`src/rtl/event_indicator_pkg.sv`:
```
// Shared types and sizing helpers for the event_indicator LED blinker.
package event_indicator_pkg;

  typedef enum logic [1:0] {
    IDLE = 2'd0,
    ON   = 2'd1,
    OFF  = 2'd2
  } state_t;

  // Width needed to count 0..N-1 for the longer of the two intervals; at least 1 bit.
  function automatic int timer_width(input int on_cycles, input int off_cycles);
    int longest;
    longest = (on_cycles > off_cycles) ? on_cycles : off_cycles;
    return (longest > 1) ? $clog2(longest) : 1;
  endfunction

endpackage

```
`src/rtl/interval_timer.sv`:
```
// Up-counter with clear and a loaded terminal-count compare; serves both blink intervals.
module interval_timer #(
  parameter int WIDTH = 4
) (
  input  logic             clk,
  input  logic             rst,
  input  logic             clear,
  input  logic [WIDTH-1:0] limit,
  output logic             done
);

  localparam logic [WIDTH-1:0] STEP = WIDTH'(1);

  logic [WIDTH-1:0] count;

  always_ff @(posedge clk) begin
    if (rst || clear) begin
      count <= '0;
    end else begin
      count <= count + STEP;
    end
  end

  assign done = (count == limit);

endmodule

```
`src/rtl/event_indicator.sv`:
```
// Turns single-cycle events into fixed ON blinks separated by a mandatory OFF gap.
// Queueing of events that arrive mid-blink is enabled by EVENT_INDICATOR_PENDING_EN.
module event_indicator
  import event_indicator_pkg::*;
#(
  parameter int c_ON_CYCLES  = 2500000,
  parameter int c_OFF_CYCLES = 1250000,
  parameter int c_PEND_WIDTH = 4,
  parameter int c_ACTIVE_LOW = 0
) (
  input  logic                    i_Clk,
  input  logic                    i_Rst,
  input  logic                    i_Event,
  output logic                    o_Led,
  output logic                    o_Busy,
  output logic [c_PEND_WIDTH-1:0] o_Pending,
  output logic                    o_Overflow
);

  localparam int            TW       = timer_width(c_ON_CYCLES, c_OFF_CYCLES);
  localparam logic [TW-1:0] ON_LAST  = TW'(c_ON_CYCLES - 1);
  localparam logic [TW-1:0] OFF_LAST = TW'(c_OFF_CYCLES - 1);
  localparam logic          LED_DARK = (c_ACTIVE_LOW != 0);

  state_t        state;
  logic [TW-1:0] limit;
  logic          done;
  logic          clear;
  logic          off_exit;
  logic          go_on;
  logic          lost;

  // Timer is held at zero while idle and restarts on every interval boundary.
  assign limit    = (state == OFF) ? OFF_LAST : ON_LAST;
  assign clear    = (state == IDLE) || done;
  assign off_exit = (state == OFF) && done;

  interval_timer #(
    .WIDTH(TW)
  ) u_timer (
    .clk  (i_Clk),
    .rst  (i_Rst),
    .clear(clear),
    .limit(limit),
    .done (done)
  );

`ifdef EVENT_INDICATOR_PENDING_EN
  localparam logic [c_PEND_WIDTH-1:0] PEND_MAX = '1;
  localparam logic [c_PEND_WIDTH-1:0] PEND_ONE = c_PEND_WIDTH'(1);

  logic [c_PEND_WIDTH-1:0] pending;
  logic                    queue_event;

  // At the OFF exit the strobe is either consumed or cancels the decrement.
  assign queue_event = i_Event && ((state == ON) || ((state == OFF) && !off_exit));
  assign lost        = queue_event && (pending == PEND_MAX);
  assign go_on       = (pending != '0) || i_Event;

  always_ff @(posedge i_Clk) begin
    if (i_Rst) begin
      pending <= '0;
    end else if (off_exit && (pending != '0) && !i_Event) begin
      pending <= pending - PEND_ONE;
    end else if (queue_event && !lost) begin
      pending <= pending + PEND_ONE;
    end
  end

  assign o_Pending = pending;
`else
  assign lost      = i_Event && ((state == ON) || ((state == OFF) && !off_exit));
  assign go_on     = i_Event;
  assign o_Pending = '0;
`endif

  always_ff @(posedge i_Clk) begin
    if (i_Rst) begin
      state      <= IDLE;
      o_Led      <= LED_DARK;
      o_Busy     <= 1'b0;
      o_Overflow <= 1'b0;
    end else begin
      if (lost) begin
        o_Overflow <= 1'b1;
      end
      case (state)
        IDLE: begin
          if (i_Event) begin
            state  <= ON;
            o_Led  <= ~LED_DARK;
            o_Busy <= 1'b1;
          end
        end
        ON: begin
          if (done) begin
            state <= OFF;
            o_Led <= LED_DARK;
          end
        end
        OFF: begin
          if (done) begin
            if (go_on) begin
              state <= ON;
              o_Led <= ~LED_DARK;
            end else begin
              state  <= IDLE;
              o_Busy <= 1'b0;
            end
          end
        end
        default: begin
          state  <= IDLE;
          o_Led  <= LED_DARK;
          o_Busy <= 1'b0;
        end
      endcase
    end
  end

endmodule

```
`config.mk`:
```
export PLATFORM = sky130hd
export DESIGN_NAME = event_indicator
export DESIGN_NICKNAME = d
export VERILOG_FILES = /design/src/rtl/event_indicator_pkg.sv /design/src/rtl/interval_timer.sv /design/src/rtl/event_indicator.sv
export SDC_FILE = /design/constraint.sdc
export NUM_CORES = 1
export LEC_CHECK = 0
export ABC_AREA = 0
export BUFFER_PORTS_ARGS = -buffer_cell sky130_fd_sc_hd__buf_2
export CAP_MARGIN = 20
export CORE_UTILIZATION = 58
export CTS_CLUSTER_SIZE = 16
export DETAILED_ROUTE_END_ITERATION = 10
export GPL_TIMING_DRIVEN = 0
export PLACE_DENSITY = 0.74
export SLEW_MARGIN = 20
export SYNTH_ARGS = -nofsm -noshare
export SYNTH_HDL_FRONTEND = slang
export SYNTH_SLANG_ARGS = --single-unit
```
`constraint.sdc`:
```
create_clock -name i_Clk -period 2.7 [get_ports i_Clk]
set_clock_uncertainty 0.15 [all_clocks]
set_input_delay 0.54 -clock i_Clk [delete_from_list [all_inputs] [get_ports i_Clk]]
set_output_delay 0.54 -clock i_Clk [all_outputs]
set_load 0.05 [all_outputs]
```
==> results of run 1 <==
==> stage by stage <==
stage	cells	power, mW	instance area [um2]
after floorplan	162	0.498	1420
after global placement	195	0.514	1480
after detailed placement	195	0.518	1480
after CTS	199	0.687	1510
after global routing	199	0.712	1510
final	199	0.689	1510
==> power groups by stage <==
stage / logic (mW) / clock network [mW] / registers, mW
finish: 0.0940 / 0.178 / 0.416
floorplan: 0.0543 / 0 / 0.443
CTS: 0.0931 / 0.177 / 0.416
detailed placement: 0.0929 / 0 / 0.425
global route: 0.0997 / 0.195 / 0.418
global placement: 0.0905 / 0 / 0.424
==> path summary, 6_finish.rpt <==
path	cells after the start	from	slack, ns	endpoint
max	6	u_timer.count[0]$_SDFF_PP0_	0.20	u_timer.count[13]$_SDFF_PP0_
min	2	i_Rst	0.24	state[1]$_SDFFE_PP0P_
max reg2reg	6	u_timer.count[0]$_SDFF_PP0_	0.20	u_timer.count[13]$_SDFF_PP0_
min reg2reg	2	o_Overflow$_SDFFE_PP0P_	0.34	o_Overflow$_SDFFE_PP0P_
==> state kept, by name, indices dropped and copies added (netlist names) <==
| register | count |
|---|---|
| o_Overflow | 1 |
| u_timer.count | 22 |
| o_Led | 1 |
| state | 2 |
| o_Busy | 1 |
==> layer usage <==
layer / routed length, um / up-vias / track usage, % / share of wire, %
met1: 1360 / 596 / 31.7 / 46
met2: 1480 / 17 / 44.3 / 51
li1: - / 611 / - / -
met5: 0 / - / 0 / 0
met4: 16 / 0 / 8.11 / 0.55
met3: 68 / 2 / 2.68 / 2.3
==> critical path, cell delays in order, from the launching register on <==
cell      delay [ns]
dfxtp_1         0.41
ha_1            0.24
and3_1          0.23
nand4_1         0.31
o41ai_2         0.61
buf_2           0.35
a211oi_1        0.08
==> synthesized netlist by cell type, types with 2 or more instances <==
| master | number |
|---|---|
| nor3b_1 | 2 |
| nor2_1 | 3 |
| nand2_1 | 8 |
| nor3_1 | 19 |
| nor2b_1 | 3 |
| o21ai_0 | 7 |
| inv_1 | 6 |
| or4_1 | 3 |
| nor4_1 | 4 |
| dfxtp_1 | 27 |
| a211oi_2 | 3 |
| nor4b_1 | 2 |
| nand3_1 | 9 |
| a211oi_1 | 4 |
| xnor2_1 | 12 |
| nand2b_1 | 2 |
| and3_1 | 2 |
| nand4_1 | 4 |
| or4b_1 | 2 |
| or3_1 | 9 |
| buf_4 | 4 |
| buf_2 | 6 |
==> layout make-up <==
class	instances	area, um2	share of cell area (%)
Inverter	6	22.5	1.49
Multi-Input combinational cell	119	800	52.9
Timing Repair Buffer	5	25.0	1.66
Sequential cell	27	541	35.8
Tap cell	28	35.0	2.32
Clock buffer	3	22.5	1.49
Clock inverter	1	5.00	0.331
Buffer	10	60.1	3.98
==> cell families after synthesis <==
kind of cell,after synthesis
adders and majority gates,1
xor gates and xnor gates,13
other,1
DFF,27
AOI/OAI and AO/OA,24
buffers and inverters,16
and+or+nand+nor,77
==> flow_summary.ini, run 1 <==
[timing]
finalHoldWorstSlack_ns = 0.243
slew_headroom_pct = 67.4
fin_crit_ns = 2.50
fin_ws_ns = 0.195
rsz0062_at_grt = false
finalSetupTns_ns = 0
setup-violations-final = 0
finalCritPeriodShare_pct = 92.8
worst_slew_pin_slew_ns = 0.484
max_freq_mhz = 399
maxSlewViolCount = 0
hold_viol = 0

[critical_path]
crit_arrival_ns = 2.57
startpoint_type = flop
cp.required_ns = 2.77
crit_fanout = 10
endpoint_kind = flop
crit_type = reg2reg

[clock_tree]
insertion_delay_ns = 0.33
cts_tree = done
htree_num_levels = 1
clkTransAtPathRegs_ns = 0.15
cts_root_buf = clkbuf_4
numCtsBuffers = 3
clkSinkCount = 27
cts_buffer_depth = 2
hold_buffers = 0
cts_resized = 0
post_cts_buffers = 0

[pwr]
p_int_mw = 0.490
p_sw_mw = 0.199
clkPwrFrac_pct = 25.9
p_leak_nw = 0.439
p_sw_share_pct = 28.9
p_comb_share_pct = 13.7
peakVddDrop_v = 0.000388
power_density_nw_per_um2 = 456
seq_power_share_pct = 60.4

[global_route]
gr-total-overflow = 0
antenna_found_initial = 0
grt_pass1_vias = 1150
grt_pass1_wl_mm = 4.97
grt_max_degree = 16
grt.total_usage_pct = 25.1

[drt]
initialDrtViolationCount = 33
drc = 0
wirelength_mm = 2.93
viasPerCell = 6.16
via_count = 1226
drt_pass1_iterations = 4
drtAntennaViolNets = 0
routedWlPerCell_um = 14.7

[floorplan]
die_w_um = 51.3
rows = 17
core_um2 = 2250
die_y_um = 51.3
initial_core_util_pct = 62.6
dieArea_um2 = 2630
ioPinCount = 10

[finish]
final_cell_mix = 27 x dfxtp_1, 19 x nor3_1, 12 x xnor2_1
diodes = 0
fin_util_pct = 67.0
n_fill_cell = 202
fin_nets = 176
final_common_cell = dfxtp_1
drive_gt1_share_pct = 15.8
syn_to_final_growth_pct = 7.00

[yosys]
yosys.area.top_type_share_pct = 38.3
synthXorXnorAreaFrac_pct = 8.07
synthSimpleGateAreaFrac_pct = 32.2
netlist_area_um2 = 1410
ys_seq_area_share_pct = 38.3
yosysTopAreaCell = dfxtp_1
synth_compound_area_share_pct = 14.5
synth_mux_area_share_pct = 0
ys.flop_type = dfxtp_1
synth_fa_ha_area_share_pct = 0.887
synthCells = 159
synth.distinct_cells = 40
ys_ff_latch = 27
synth_area_per_cell_um2 = 8.88
yosysWarnings = 0
ys_top_cells_by_area = dfxtp_1 38%, xnor2_1 7.4%, nor3_1 6.7%
synth_edf_count = 0
async_reset_ff_share_pct = 0
synth_top_family_by_area = simple AND/OR/NAND/NOR gates

[hold_path]
hold_path.class = in2reg

[outcome]
status = finished, final reports clean

[job]
cap_violations = 0

[placed_design]
place_ws_ns = 0.265
portBuffers = 5
dpl.hpwl_mm = 2.12
gp_congestion = 0.829
(Power assumes the default switching activity.)
==> run 2: changes to the inputs <==
PLACE_DENSITY = default   (was 0.74)
PLACE_DENSITY_LB_ADDON = 0.3   (was default)
==> flow_summary.ini, run 2 (synthesis gave the netlist of run 1 again) <==
[outcome]
status = finished, final reports clean

[drt]
initialDrtViolationCount = 38
drtAntennaViolNets = 0
via_count = 1222
wirelength_mm = 2.79
drc = 0
routedWlPerCell_um = 14.0
drt_pass1_iterations = 4
viasPerCell = 6.14

[global_route]
grt_max_degree = 15
grt_pass1_vias = 1144
antenna_found_initial = 0
grt.total_usage_pct = 24.1
grt_pass1_wl_mm = 4.75
gr-total-overflow = 0

[clock_tree]
cts_resized = 0
cts_root_buf = clkbuf_4
insertion_delay_ns = 0.32
clkSinkCount = 27
htree_num_levels = 1
clkTransAtPathRegs_ns = 0.14
cts_tree = done
cts_buffer_depth = 2
hold_buffers = 0
post_cts_buffers = 0
numCtsBuffers = 3

[floorplan]
dieArea_um2 = 2630
core_um2 = 2250
die_w_um = 51.3
die_y_um = 51.3
ioPinCount = 10
initial_core_util_pct = 62.6
rows = 17

[timing]
max_freq_mhz = 408
fin_ws_ns = 0.250
hold_viol = 0
rsz0062_at_grt = false
finalSetupTns_ns = 0
finalCritPeriodShare_pct = 90.7
fin_crit_ns = 2.45
setup-violations-final = 0
maxSlewViolCount = 0

[pwr]
peakVddDrop_v = 0.000334
power_density_nw_per_um2 = 451
p_leak_nw = 0.437

[critical_path]
slowest_delay_ns = 0.59
cp_top_family = simple AND/OR/NAND/NOR gates
r2r-start = u_timer.count[0]$_SDFF_PP0_
timing.critical_path.buf_inv = 1
cp.required_ns = 2.77
crit_fanout = 10
crit_type = reg2reg
crit_arrival_ns = 2.52
crit_start = u_timer.count[0]$_SDFF_PP0_
startpoint_type = flop
endpoint_kind = flop
crit_slowest_cell = o41ai_2
path_cells = ha_1 > and3_1 > nand4_1 > o41ai_2 > buf_2 > nor3_1

[placed_design]
gp_congestion = 0.898
place_ws_ns = 0.282
portBuffers = 5
dpl.hpwl_mm = 2.08
postPlaceCellArea_um2 = 1480

[finish]
final_cell_mix = 27 x dfxtp_1, 19 x nor3_1, 12 x xnor2_1
reg_top3 = u_timer.count (22), state (2)
drive_gt1_share_pct = 15.2
final_common_cell = dfxtp_1
syn_to_final_growth_pct = 6.92
fin_nets = 176
fin_util_pct = 66.9
regMostFlops = u_timer.count
diodes = 0
final_area_um2 = 1510
largest_register_ffs = 22

[job]
cap_violations = 0

[hold_path]
min_from = i_Rst
hold_path.class = in2reg
==> run 2: cell count changes in the layout (fill, tap and decap cells not counted), sizes merged <==
cell    before  now
clkbuf       3    4
clkinv       1    0
==> run 2: worst paths after layout <==
kind,endpoint,slack [ns],cells after the start
max,u_timer.count[2]$_SDFF_PP0_,0.25,6
min,state[1]$_SDFFE_PP0P_,0.24,2
max reg2reg,u_timer.count[2]$_SDFF_PP0_,0.25,6
min reg2reg,o_Overflow$_SDFFE_PP0P_,0.35,2
==> run 2: stage by stage <==
stage               instances  total power, mW  hold WS [ns]
CTS                       199            0.685         0.236
global route              199            0.710         0.237
finish                    199            0.680         0.243
detailed placement        195            0.517         0.337
global placement          195            0.514         0.313
floorplan                 162            0.498         0.320
==> run 2: area by class of cell <==
type | count | area, um2
clock buffers | 4 | 26.3
repair buffers | 5 | 25.0
flip-flops and latches | 27 | 541
well taps | 28 | 35.0
inverters | 6 | 22.5
multi-input cells | 119 | 800
fillers | 196 | 746
plain buffers | 10 | 60.1
==> run 2: per-layer routing <==
| layer | global-route usage (%) | vias to the layer above | wire [um] |
|---|---|---|---|
| li1 | - | 609 | - |
| met1 | 28.9 | 573 | 1240 |
| met2 | 42.3 | 35 | 1370 |
| met3 | 2.68 | 5 | 127 |
| met4 | 11.7 | 0 | 47 |
| met5 | 0 | - | 0 |
==> run 2: where the power goes <==
group | leakage [nW] | switching (mW) | internal, mW | total (mW)
sequential | 0.219 | 0.00813 | 0.408 | 0.416
combinational | 0.203 | 0.0666 | 0.0264 | 0.0930
clock | 0.0150 | 0.113 | 0.0579 | 0.171
total | 0.437 | 0.188 | 0.492 | 0.680
